`config.mk`:
```
export PLATFORM = sky130hd
export DESIGN_NAME = instr_sequencer
export DESIGN_NICKNAME = d
export VERILOG_FILES = /design/src/rtl/instr_sequencer.sv
export SDC_FILE = /design/constraint.sdc
export NUM_CORES = 1
export LEC_CHECK = 0
export BUFFER_PORTS_ARGS = -buffer_cell sky130_fd_sc_hd__buf_2
export CORE_MARGIN = 5
export CORE_UTILIZATION = 46
export DETAILED_ROUTE_END_ITERATION = 10
export GPL_TIMING_DRIVEN = 1
export PLACE_DENSITY = 0.84
export SYNTH_ARGS = -nofsm -noshare
export SYNTH_HDL_FRONTEND = slang
export SYNTH_SLANG_ARGS = --single-unit
```
`constraint.sdc`:
```
create_clock -name clk -period 2.15 [get_ports clk]
set_clock_uncertainty 0.05 [all_clocks]
set_input_delay 0.645 -clock clk [delete_from_list [all_inputs] [get_ports clk]]
set_output_delay 0.645 -clock clk [all_outputs]
set_load 0.01 [all_outputs]
```
`src/rtl/instr_sequencer.sv`:
```
// Instruction fetch sequencer: prefetches from a synchronous ROM and holds each word for its class's slot length.
// Optional single-step mode (step input, PAUSE state) is enabled by defining SEQ_SINGLE_STEP_EN.
module instr_sequencer #(
    parameter int INSTR_WIDTH = 20,
    parameter int ADDR_BITS   = 5,
    parameter int STD_CYCLES  = 3,
    parameter int MEM_CYCLES  = 4
) (
    input  logic                   clk,
    input  logic                   rst,
    input  logic                   start,
`ifdef SEQ_SINGLE_STEP_EN
    input  logic                   step,
`endif
    output logic [ADDR_BITS-1:0]   imem_addr,
    input  logic [INSTR_WIDTH-1:0] imem_data,
    output logic [INSTR_WIDTH-1:0] instr,
    output logic [ADDR_BITS-1:0]   pc,
    output logic                   slot_start,
    output logic                   busy,
    output logic                   done,
    output logic [7:0]             retired
);

    localparam int MAX_CYC = (STD_CYCLES > MEM_CYCLES) ? STD_CYCLES : MEM_CYCLES;
    localparam int CNT_W   = (MAX_CYC > 2) ? $clog2(MAX_CYC) : 1;

    typedef enum logic [2:0] {
        S_IDLE   = 3'd0,
        S_PRIME  = 3'd1,
        S_RUN    = 3'd2,
`ifdef SEQ_SINGLE_STEP_EN
        S_PAUSE  = 3'd4,
`endif
        S_HALTED = 3'd3
    } state_t;

    state_t                 state_r;
    logic [CNT_W-1:0]       cnt_r;
    logic [ADDR_BITS-1:0]   imem_addr_r;
    logic [1:0]             cls_s;
    logic                   is_halt_s;
    logic                   load_s;
    logic [CNT_W-1:0]       load_cnt_s;
    logic [ADDR_BITS-1:0]   next_pc_s;

    // Slot-boundary decode: whether this edge captures a word, and what the new slot looks like.
    always_comb begin
        cls_s     = imem_data[INSTR_WIDTH-1 -: 2];
        is_halt_s = (cls_s == 2'b00);
        if (cls_s == 2'b01) begin
            load_cnt_s = CNT_W'(STD_CYCLES - 1);
        end else begin
            load_cnt_s = CNT_W'(MEM_CYCLES - 1);
        end
        if (state_r == S_PRIME) begin
            next_pc_s = {ADDR_BITS{1'b0}};
        end else begin
            next_pc_s = pc + ADDR_BITS'(1);
        end
        case (state_r)
            S_PRIME: load_s = 1'b1;
`ifdef SEQ_SINGLE_STEP_EN
            S_PAUSE: load_s = step;
            S_RUN:   load_s = 1'b0;
`else
            S_RUN:   load_s = (cnt_r == {CNT_W{1'b0}});
`endif
            default: load_s = 1'b0;
        endcase
    end

    // Restarting from HALTED must fetch word 0 in the start cycle, otherwise PRIME would see ROM[pc].
    assign imem_addr = ((state_r == S_HALTED) && start) ? {ADDR_BITS{1'b0}} : imem_addr_r;

    // Sequencer state machine with registered outputs.
    always_ff @(posedge clk) begin
        if (rst) begin
            state_r     <= S_IDLE;
            cnt_r       <= {CNT_W{1'b0}};
            imem_addr_r <= {ADDR_BITS{1'b0}};
            instr       <= {INSTR_WIDTH{1'b0}};
            pc          <= {ADDR_BITS{1'b0}};
            slot_start  <= 1'b0;
            busy        <= 1'b0;
            done        <= 1'b0;
            retired     <= 8'd0;
        end else if (load_s) begin
            instr      <= imem_data;
            pc         <= next_pc_s;
            slot_start <= 1'b1;
            if (is_halt_s) begin
                state_r     <= S_HALTED;
                imem_addr_r <= next_pc_s;
                busy        <= 1'b0;
                done        <= 1'b1;
            end else begin
                state_r     <= S_RUN;
                cnt_r       <= load_cnt_s;
                imem_addr_r <= next_pc_s + ADDR_BITS'(1);
                retired     <= (retired == 8'd255) ? 8'd255 : retired + 8'd1;
            end
        end else begin
            case (state_r)
                S_IDLE, S_HALTED: begin
                    slot_start <= 1'b0;
                    if (start) begin
                        state_r     <= S_PRIME;
                        pc          <= {ADDR_BITS{1'b0}};
                        retired     <= 8'd0;
                        imem_addr_r <= {ADDR_BITS{1'b0}};
                        busy        <= 1'b1;
                        done        <= 1'b0;
                    end
                end
                S_RUN: begin
                    slot_start <= 1'b0;
`ifdef SEQ_SINGLE_STEP_EN
                    if (cnt_r == {CNT_W{1'b0}}) begin
                        state_r <= S_PAUSE;
                    end else begin
                        cnt_r <= cnt_r - CNT_W'(1);
                    end
`else
                    cnt_r <= cnt_r - CNT_W'(1);
`endif
                end
`ifdef SEQ_SINGLE_STEP_EN
                S_PAUSE: begin
                    slot_start <= 1'b0;
                end
`endif
                default: begin
                    state_r    <= S_IDLE;
                    slot_start <= 1'b0;
                    busy       <= 1'b0;
                    done       <= 1'b0;
                end
            endcase
        end
    end

endmodule
```
# Yosys cells after proc, flatten, opt, wreduce, memory -nomap -nowiden

Cells that the tools add are included.

Eq/ne operators: 9
$add $sub $neg: 4
Reduce and logical (&&, ||, !) cells: 13
Multiplexer cells: 30

Operators with widths:

| operator                                                              | count |
|---|---|
| 8-bit 2-to-1 mux                                                      | 5 |
| 5-bit 2-to-1 mux                                                      | 7 |
| 5-bit by 1-bit adder with 5-bit output, second input constant         | 2 |
| 1-bit 2-to-1 mux                                                      | 9 |
| 8-bit by 1-bit adder with 8-bit output, second input constant         | 1 |
| 8-bit equality test, second input constant                            | 1 |
| 3-bit by 2-bit equality test with 1-bit output, second input constant | 2 |
| 2-bit 2-to-1 mux                                                      | 3 |
| 3-bit 2-to-1 mux                                                      | 2 |
| 2-bit != test, second input constant                                  | 3 |
| 1-bit case mux with 2 select lines                                    | 3 |
| 3-bit case mux with 2 select lines                                    | 1 |
| 2-bit AND reduction                                                   | 3 |
| 3-bit AND reduction                                                   | 2 |
| 2-bit nonzero test                                                    | 3 |
| 2-bit logical NOT                                                     | 2 |
| 3-bit by 1-bit equality test with 1-bit output, second input constant | 1 |
| 3-bit logical NOT                                                     | 1 |
| 3-bit != test, second input constant                                  | 1 |
| 2-bit by 1-bit equality test with 1-bit output, second input constant | 1 |
| 2-bit OR reduction                                                    | 1 |
| 2-bit by 1-bit subtractor with 2-bit output, second input constant    | 1 |
| 1-bit logical AND                                                     | 1 |

Output and inout port bits: 41
Bits of input ports: 23
Register bits after elaboration: 46
Logic and storage cells: 65

# Logic depth before layout (Yosys ltp)

Gate-level depths: netlist (run 1).

Depth after elaboration: 5
Gate-level depth with buffers: 9
Mapped depth without buffers: 8

# Worst setup path before layout (run 1)

Ideal clock, no wire load.

Path kind: register to register
Start: reg state_r[1]
End: reg imem_addr_r[4]
Arrival: 2.125 ns
Slack: -0.087 ns
Clock period less this slack: 2.237 ns
Data required time: 2.038 ns
Setup time: 0.062 ns
Stages on the path, launching flop included: 10
Buffers on the path: 1
Cell sequence: dfxtp_1 -> inv_1 -> ha_1 -> clkbuf_1 -> nor2_1 -> ha_1 -> o21ai_0 -> or3_1 -> or4b_1 -> nand3_1

Cells in the longest elaborated chain, start to end: 5
Elaborated cells on any way between the ends: 13
Classes of those cells: add/sub (1); eq/ne (3); mux (4); reduce/logical (5)

Ends and longest elaborated chain:

| what                                           | RTL line | source |
|---|---|---|
| start, declared                                | 38       | `state_t state_r;` |
| start signal, assigned                         | 79       | `state_r <= S_IDLE;` |
| start signal, assigned                         | 93       | `state_r <= S_HALTED;` |
| start signal, assigned                         | 98       | `state_r <= S_RUN;` |
| 3-bit by 1-bit equality test with 1-bit output | 56, 61   |  |
| 5-bit 2-to-1 mux                               | 56       | `if (state_r == S_PRIME) begin` |
| 5-bit by 1-bit adder with 5-bit output         | 100      | `imem_addr_r <= next_pc_s + ADDR_BITS'(1);` |
| 5-bit 2-to-1 mux                               | 92       | `if (is_halt_s) begin` |
| 5-bit 2-to-1 mux                               | 88       | `end else if (load_s) begin` |
| end signal, assigned                           | 94       | `imem_addr_r <= next_pc_s;` |
| end signal, assigned                           | 100      |  |
| end signal, assigned                           | 111      | `imem_addr_r <= {ADDR_BITS{1'b0}};` |
| end, declared                                  | 40       | `logic [ADDR_BITS-1:0] imem_addr_r;` |

Parallel ways exist; a longest one is shown, timed or not.
A chain may end at the register's enable or synchronous reset.

# Worst setup path in the final report (run 1)

Ends and elaborated chain as after synthesis.

==> results of run 1 <==
-- worst register-to-register path, stage by stage, from the launching register on --
cell and delay, ps:
dfxtp_1 380, inv_1 60, ha_1 220, nor2b_2 170, ha_1 150, o21ai_0 110
or3_1 340, or4b_1 470, nand3_1 90
-- cell families after synthesis --
family,count (synthesis)
simple gates,105
compound gates,73
mux,4
xor+xnor,5
fa+ha+maj,7
buf+inv,23
flops,45
-- stage by stage --
| step | cell area (um2) | total power [W] | cells |
|---|---|---|---|
| global route | 2660 | 0.00309 | 382 |
| detailed placement | 2540 | 0.00224 | 374 |
| global placement | 2540 | 0.00221 | 374 |
| CTS | 2660 | 0.00291 | 382 |
| floorplan | 2110 | 0.00181 | 262 |
| finish | 2660 | 0.00290 | 382 |
-- worst paths after layout --
check | slack, ps | endpoint | startpoint | depth (start not counted)
max reg2reg | 50 | imem_addr_r[4] | state_r[1] | 8
min reg2reg | 400 | instr[18] | instr[18] | 2
min | 400 | instr[18] | instr[18] | 2
max | 50 | imem_addr_r[4] | state_r[1] | 8
-- area by class of cell --
cell class	count	share of cell area [%]
Sequential cell	45	33.9
Tap cell	52	2.45
Multi-Input combinational cell	194	42.2
Inverter	7	0.988
Timing Repair Buffer	76	16.0
Clock buffer	6	3.11
Clock inverter	2	1.41
-- synth_stat cells (2+ instances only) --
library cell and count:
dfxtp_1 45, xor2_1 2, clkbuf_1 12, or4_1 2, a22oi_1 4, nand3_1 7, nor2_1 16, and2_1 5
xnor2_1 3, a21oi_1 34, a211oi_1 3, nand2_1 50, and4_1 2, buf_2 3, o21ai_0 8, nor3_1 5
inv_1 6, o211ai_1 2, ha_1 7, and3_1 3, nor4_1 3, nor2b_1 5, o22ai_1 2, o21ai_1 7
a31oi_1 3
-- metal layers --
layer / track usage, % / vias to the layer above / share of wire (%)
li1: - / 1048 / -
met1: 21.9 / 972 / 44
met2: 30.2 / 51 / 49
met3: 5.32 / 8 / 5.7
met4: 5.33 / 0 / 1.5
met5: 0 / - / 0
-- state kept, by name (all words and copies together), names as in the netlist --
name	flops
state_r	2
busy	1
done	1
instr	20
pc	5
slot_start	1
imem_addr_r	5
cnt_r	2
retired	8
-- what timing repair did --
| action | in CTS | in global routing |
|---|---|---|
| endpoints found under the hold margin | 0 | 0 |
| setup endpoints to repair | 0 | 6 |
| gates resized for setup | 0 | 1 |
-- power breakdown --
group | total (W) | internal [W] | switching, W
sequential | 0.00104 | 0.000970 | 0.0000693
clock | 0.000671 | 0.000378 | 0.000293
combinational | 0.00119 | 0.000479 | 0.000715
total | 0.00290 | 0.00183 | 0.00108
==> key figures, run 1 <==
Synthesis
  • Post-synthesis sequential area ratio: 42.9%
  • Number of warnings issued by yosys: 0
  • Adder-cell share of the synthesized area: 4.17%
  • Mux contribution to synthesized area: 2.20%
  • Synth top area share: 42.9%
  • Distinct cells, synth: 48
  • Ys async rst share: 0%
  • Dominant synthesized flop cell: dfxtp_1
  • Post-Synth Simple-Gate Area: 23.8%
  • Most area-hungry cell type in the Yosys netlist: dfxtp_1
  • Syn avg cell area: 8.02 um2
  • Cells after Synth: 262
  • Top post-synthesis cells by area: dfxtp_1, nand2_1, a21oi_1
  • Largest family of logic cells by synthesized area: simple AND/OR/NAND/NOR gates
  • Post-Synthesis Cell Area: 2100 um2
  • #FFs+latches synth: 45
  • Syn Nets: 292
  • Number of flops mapped to enable cells by yosys: 0
  • Post-synthesis xor/xnor area fraction: 2.08%
  • Post-synthesis compound-gate area fraction: 20.6%

Clocking
  • H-tree depth: 2
  • Worst-skew pair later-pin latency: 300 ps
  • Clock sinks: 45
  • Clk slew on worst S/H paths: 80 ps
  • Clock Tree Buf Depth: 2
  • TritonCTS clock tree: built
  • Postcts setup bufs: 0
  • CTS root buf: clkbuf_8
  • Hold-fix buffers, CTS: 0
  • Total CTS buffers: 5

Floorplan
  • Die Height: 77.6 um
  • Die width: 77.6 um
  • Row cnt: 24
  • Initial Util: 47.9%
  • Die ar.: 6020 um2
  • Core area: 4380 um2
  • Io pins: 64

Route
  • Final WL: 5.43 mm
  • Drc violations: 0
  • Wire length per cell: 14.2 um
  • Initial drt markers: 96
  • Via Count: 2079
  • Post-route ant nets: 0
  • Vias per cell: 5.44
  • Total iterations of the first detailed-routing run: 4

Placed design
  • Post-DP HPWL: 3.97 mm
  • Port Buffers: 63
  • GP Congestion: 0.868
  • Pre-CTS setup slack: 87.1 ps

Timing
  • Slew Limit Fails: 0
  • Tmin final: 2100 ps
  • Fin worst setup slack: 54.7 ps
  • Tightest Pin Transition: 575 ps
  • Period utilisation layout: 97.5%
  • Final Hold Vio Count: 0
  • Max-slew headroom at the worst pin: 61.5%
  • Unrepaired setup endpoints after global routing: no
  • Fmax: 477 MHz
  • Setup TNS Final: 0 ps
  • Fin Hold WS: 402 ps
  • Final Setup Violations: 0

Outcome
  • Status: completed

Critical path
  • Crit path max-delay family: simple AND/OR/NAND/NOR gates
  • Critical setup path kind: flop to flop
  • CP arrival: 2290 ps
  • Crit path buffers/inverters: 1
  • CP cell instances: inv_1 -> ha_1 -> nor2b_2 -> ha_1 -> o21ai_0 -> or3_1 -> or4b_1 -> nand3_1
  • CP max-delay cell: or4b_1
  • Setup crit end kind: flop
  • CP dominant cell by count: ha_1
  • CP peak stage delay: 470 ps
  • CP max FO: 4
  • Startpoint Class: flop
  • WP data required: 2340 ps

Layout
  • Area growth, synth to finish: 26.5%
  • Share of layout cells above drive strength 1: 28.2%
  • Register area: 901 um2
  • Ant. Diodes: 0
  • Most common cell after layout, fill and taps aside: buf_2
  • Multi-input gate area: 1120 um2
  • Most frequent cells in the layout: buf_2, nand2_1, dfxtp_1
  • Final core occ: 60.6%
  • Fill cell count: 420
  • Final #Nets: 359

Global routing
  • First-pass GRT wire length: 8.98 mm
  • Overflow after GRT: 0
  • Initial antenna violation count: 0
  • Tot GR Track Use: 17.9%
  • Vias in the first global route: 1918
  • Largest net degree at the start of global routing: 30

Power and ir drop
  • Worst IR Drop VDD: 0.625 mV
  • Leak: 1.16 nW
  • Pwr dens: 1090 nW/um2

Job
  • Max-cap violations: 0

Min path
  • Hold Path Class: flop to flop
Note: power is estimated with default switching activity, not from simulation.
==> run 2: changes to the inputs <==
--- a/config.mk
+++ b/config.mk
@@ -5,6 +5,7 @@
 export SDC_FILE = /design/constraint.sdc
 export NUM_CORES = 1
 export LEC_CHECK = 0
+export ABC_AREA = 1
 export BUFFER_PORTS_ARGS = -buffer_cell sky130_fd_sc_hd__buf_2
 export CORE_MARGIN = 5
 export CORE_UTILIZATION = 46
==> run 2 against run 1 <==
  * Synthesized area shrank 1.4%
  * Utilization is 1.8 points lower
  * First-iteration DRC count grew 47%
  * Largest power group is now sequential cells
==> key figures, run 2 <==
Synthesis
  • Number of warnings issued by yosys: 0
  • Ys async rst share: 0%
  • Cells after Synth: 295
  • Top post-synthesis cells by area: dfxtp_1, nand2_1, nor2_1
  • Most area-hungry cell type in the Yosys netlist: dfxtp_1
  • Dominant synthesized flop cell: dfxtp_1
  • Distinct cells, synth: 26
  • Most common cell in the netlist: nand2_1
  • Post-synthesis sequential area ratio: 43.5%
  • Syn avg cell area: 7.02 um2
  • #FFs+latches synth: 45
  • Top cells by count, synth: nand2_1, nor2_1, dfxtp_1
  • Synth top area share: 43.5%
  • Syn Nets: 325
  • Number of flops mapped to enable cells by yosys: 0
  • Post-Synthesis Cell Area: 2070 um2

Route
  • Total iterations of the first detailed-routing run: 4
  • Wire length per cell: 11.6 um
  • Via Count: 2067
  • Drc violations: 0
  • Post-route ant nets: 0
  • Vias per cell: 5.02
  • Initial drt markers: 141
  • Final WL: 4.80 mm

Critical path
  • Setup crit end kind: output port
  • CP cell instances: ha_1 -> nand2_1 -> inv_1 -> nor2_1 -> buf_2
  • CP max-delay cell: dfxtp_1
  • Startpoint Class: flop
  • CP peak stage delay: 390 ps
  • Crit path buffers/inverters: 2
  • Critical setup path kind: flop to output port
  • WP data required: 1450 ps
  • CP arrival: 1210 ps
  • Crit path max-delay family: flip-flops
  • CP max FO: 5

Timing
  • Unrepaired setup endpoints after global routing: no
  • Period utilisation layout: 88.8%
  • Final Setup Violations: 0
  • Tightest Pin Transition: 554 ps
  • Fmax: 524 MHz
  • Tmin final: 1910 ps
  • Max-slew headroom at the worst pin: 63.0%
  • Setup TNS Final: 0 ps
  • Slew Limit Fails: 0
  • Fin worst setup slack: 241 ps
  • Final Hold Vio Count: 0

Layout
  • Final #Nets: 389
  • Most common cell after layout, fill and taps aside: buf_2
  • Ant. Diodes: 0
  • Share of layout cells above drive strength 1: 22.8%
  • Top reg by flops: instr
  • Max reg flops: 20
  • Area growth, synth to finish: 23.7%
  • Most frequent cells in the layout: buf_2, nand2_1, nor2_1
  • Regs by FF count: instr: 20 flops, retired: 8 flops
  • Fill cell count: 431

Floorplan
  • Die Height: 77.1 um
  • Core area: 4350 um2
  • Initial Util: 47.6%
  • Die ar.: 5950 um2
  • Row cnt: 24
  • Io pins: 64
  • Die width: 77.1 um

Clocking
  • Postcts setup bufs: 0
  • TritonCTS clock tree: built
  • Worst-skew pair later-pin latency: 290 ps
  • Post_cts resized: 0
  • Clock Tree Buf Depth: 2
  • Hold-fix buffers, CTS: 0
  • CTS root buf: clkbuf_8
  • Clk slew on worst S/H paths: 90 ps
  • Total CTS buffers: 5
  • H-tree depth: 2
  • Clock sinks: 45

Min path
  • Hold Path Class: flop to flop

Global routing
  • Overflow after GRT: 0
  • Initial antenna violation count: 0
  • Tot GR Track Use: 15.8%
  • Vias in the first global route: 1794
  • First-pass GRT wire length: 7.97 mm
  • Largest net degree at the start of global routing: 28

Outcome
  • Status: completed

Placed design
  • Post-DP HPWL: 3.57 mm
  • Port Buffers: 63
  • GP Congestion: 0.956
  • Pre-CTS setup slack: 281 ps

Job
  • Max-cap violations: 0

Power and ir drop
  • Worst IR Drop VDD: 0.603 mV
  • Leak: 1.24 nW
  • Pwr dens: 1150 nW/um2
==> run 2: changes by cell type after synthesis, sizes merged, moves of 9 or more <==
| cell | previous run | this run |
|---|---|---|
| inv | 7 | 35 |
| a21oi | 35 | 18 |
| nor2 | 16 | 57 |
| o21ai | 15 | 27 |
| nand2 | 50 | 63 |
| clkbuf | 12 | 3 |
| nand3 | 7 | 21 |
==> run 2: report_power, final <==
part           leakage, nW  switching, W  internal (W)
Clock               0.0681      0.000288      0.000462
Sequential           0.365     0.0000963       0.00102
Combinational        0.812      0.000694      0.000382
==> run 2: worst register-to-register path: cells and delay by family, from the launching register on <==
kind                     cells  cell delay, ps
adder cells (fa/ha/maj)      1             380
AO/OA/AOI/OAI                1             160
AND/OR/NAND/NOR              3             560
buffers and inverters        3             300
flip-flops                   1             380
==> run 2: layer usage <==
layer | track usage, % | routed length [um]
met5 | 0 | 0
met1 | 19.1 | 2040
met4 | 6.53 | 70
met3 | 3.16 | 253
met2 | 27.2 | 2430
==> run 2: area by class of cell <==
type	count	area (um2)	area share (%)
timing repair buffer	65	330	12.9
clock buffer	5	68.8	2.68
sequential	45	901	35.1
tap	52	65.1	2.54
clock inverter	3	65.1	2.54
inverter	35	131	5.12
multi-input combinational	207	1000	39.1
==> run 2: path summary, 6_finish.rpt <==
check	start	endpoint	slack (ps)	cells after the start
hold / removal	done	done	410	2
setup reg to reg	state_r[0]	pc[4]	250	8
hold reg to reg	done	done	410	2
setup / recovery	state_r[1]	imem_addr[4]	240	5
==> run 2: logic make-up (layout without fill, tap and decap cells) <==
family          after synthesis  in the layout  share of synthesized area, %
flops                        45             45                          43.5
xor+xnor                      1              1                         0.423
buf+inv                      43            108                          8.15
simple gates                146            146                          29.7
compound gates               53             53                          14.0
fa+ha+maj                     7              7                          4.23
==> run 2: metrics by stage <==
step                utilization [%]  power, W  std cells  cell area [um2]  hold slack (ps)
global placement               55.8   0.00218        404             2430              399
floorplan                         -   0.00190        295             2070              376
detailed placement             55.8   0.00221        404             2430              404
global route                   58.9   0.00315        412             2560              441
CTS                            58.9   0.00297        412             2560              419
finish                         58.9   0.00294        412             2560              411
==> run 3: changes to the inputs <==
--- a/config.mk
+++ b/config.mk
@@ -12,6 +12,7 @@
 export DETAILED_ROUTE_END_ITERATION = 10
 export GPL_TIMING_DRIVEN = 1
 export PLACE_DENSITY = 0.84
+export RECOVER_POWER = 100
 export SYNTH_ARGS = -nofsm -noshare
 export SYNTH_HDL_FRONTEND = slang
 export SYNTH_SLANG_ARGS = --single-unit
==> run 3 against run 2 <==
  * Critical path depth unchanged
  * Critical path type unchanged
  * Cell area is 2.7% lower
  * Global-route usage is the same
  * Total power fell by 2.0%
  * Clock-buffer cell count is the same
  * Utilization fell by 1.6 points
  * Highest routed layer unchanged
  * First-iteration DRC count shrank 5.7%
  * Via count grew 1.9%
  * Final cell count unchanged
==> key figures, run 3 (same netlist as run 2, synthesis figures left out) <==
Outcome
  • Status: completed

Job
  • Max-cap violations: 0

Route
  • Initial drt markers: 133
  • Wire length per cell: 11.7 um
  • Drc violations: 0
  • Total iterations of the first detailed-routing run: 4
  • Post-route ant nets: 0
  • Final WL: 4.82 mm
  • Via Count: 2106
  • Vias per cell: 5.11

Timing
  • Final Setup Violations: 0
  • Slew Limit Fails: 0
  • Fmax: 518 MHz
  • Final Hold Vio Count: 0
  • Tmin final: 1930 ps
  • Unrepaired setup endpoints after global routing: no
  • Fin Hold WS: 414 ps
  • Fin worst setup slack: 221 ps
  • Period utilisation layout: 89.7%
  • Tightest Pin Transition: 563 ps
  • Setup TNS Final: 0 ps
  • Max-slew headroom at the worst pin: 62.5%

Layout
  • Fill cell count: 455
  • Multi-input gate area: 987 um2
  • Share of layout cells above drive strength 1: 11.1%
  • Non-Filler Cell Area, Final: 2490 um2
  • Ant. Diodes: 0
  • Max reg flops: 20
  • Top reg by flops: instr
  • Register area: 901 um2
  • Final #Nets: 389
  • Final core occ: 57.3%
  • Area growth, synth to finish: 20.4%
  • Regs by FF count: instr: 20 flops, retired: 8 flops
  • Most common cell after layout, fill and taps aside: nand2_1
  • Most frequent cells in the layout: nand2_1, nor2_1, dfxtp_1

Global routing
  • Overflow after GRT: 0
  • First-pass GRT wire length: 7.97 mm
  • Vias in the first global route: 1794
  • Initial antenna violation count: 0
  • Tot GR Track Use: 15.8%
  • Largest net degree at the start of global routing: 28

Power and ir drop
  • Pwr dens: 1150 nW/um2
  • Worst IR Drop VDD: 0.598 mV
  • Leak: 1.07 nW

Floorplan
  • Die Height: 77.1 um
  • Io pins: 64
  • Die ar.: 5950 um2
  • Row cnt: 24
  • Core area: 4350 um2
  • Die width: 77.1 um
  • Initial Util: 47.6%

Clocking
  • Clk slew on worst S/H paths: 90 ps
  • Total CTS buffers: 5
  • Postcts setup bufs: 0
  • Clock sinks: 45
  • Clock Tree Buf Depth: 2
  • Worst-skew pair later-pin latency: 300 ps
  • Post_cts resized: 0
  • Hold-fix buffers, CTS: 0
  • H-tree depth: 2
  • CTS root buf: clkbuf_8
  • TritonCTS clock tree: built

Critical path
  • R2R depth: 7
  • Reg2reg setup slack: 250 ps
  • WP data required: 1450 ps
  • Critical Path Start: state_r[1]
  • CP arrival: 1230 ps
  • Setup crit end kind: output port
  • CP max FO: 5
  • Stages on worst setup path: 5
  • Crit path max-delay family: flip-flops
  • CP cell instances: ha_1 -> nand2_1 -> inv_1 -> nor2_1 -> clkbuf_1
  • Reg-to-Reg Start: state_r[0]
  • Critical setup path kind: flop to output port
  • Startpoint Class: flop
  • CP max-delay cell: dfxtp_1
  • Crit path buffers/inverters: 2
  • CP peak stage delay: 350 ps
  • Reg-to-Reg End: retired[7]

Placed design
  • Pre-CTS setup slack: 281 ps
  • GP Congestion: 0.956
  • Post-DP HPWL: 3.57 mm
  • Port Buffers: 63
  • Post-DP Area: 2430 um2

Min path
  • Hold Path Depth: 2
  • Hold Path Class: flop to flop
  • Hold path start: done
  • WHS Endpoint: done
## run 3: changes by cell type in the layout (fill, tap and decap cells not counted)
cell / change
a21oi_2: +1
a21oi_4: -1
buf_2: -41
buf_4: -1
clkbuf_1: +41
clkbuf_2: +1
nor2_1: +1
nor2_4: -1
## run 3: worst reg2reg max path: stages, from the launching register on
cell,delay (ps)
dfxtp_1,370
inv_1,70
ha_1,360
inv_1,150
nand2_4,180
nor2_2,340
o21ai_0,150
a21oi_1,160
## run 3: cell type report
type | count | share of cell area [%]
inverter | 35 | 5.27
clock inverter | 3 | 2.61
multi-input combinational | 207 | 39.6
timing repair buffer | 65 | 11.1
sequential | 45 | 36.1
clock buffer | 5 | 2.76
tap | 52 | 2.61
## run 3: worst max-delay path by stage
stage                    to  slack, ps
2_1_floorplan  imem_addr[0]        530
3_3_place_gp   imem_addr[0]        300
3_5_place_dp          pc[4]        280
4_1_cts        imem_addr[0]        210
5_1_grt          retired[7]         90
6_report       imem_addr[0]        220
## run 3: stage by stage
step | cells | power [W]
final | 412 | 0.00288
after global routing | 412 | 0.00309
after CTS | 412 | 0.00297
after detailed placement | 404 | 0.00221
after global placement | 404 | 0.00218
after floorplan | 295 | 0.00190
## run 3: power by group
| part | total, W | leakage [nW] | internal [W] | switching [W] |
|---|---|---|---|---|
| registers | 0.00112 | 0.365 | 0.00102 | 0.000101 |
| clock network | 0.000753 | 0.0681 | 0.000462 | 0.000291 |
| logic | 0.00101 | 0.634 | 0.000330 | 0.000680 |
## run 3: metal layers
| layer | vias up | GRT usage, % | wire [um] |
|---|---|---|---|
| li1 | 1072 | - | - |
| met1 | 957 | 19.1 | 2000 |
| met2 | 68 | 27.2 | 2430 |
| met3 | 9 | 3.16 | 311 |
| met4 | 0 | 6.53 | 82 |
| met5 | - | 0 | 0 |
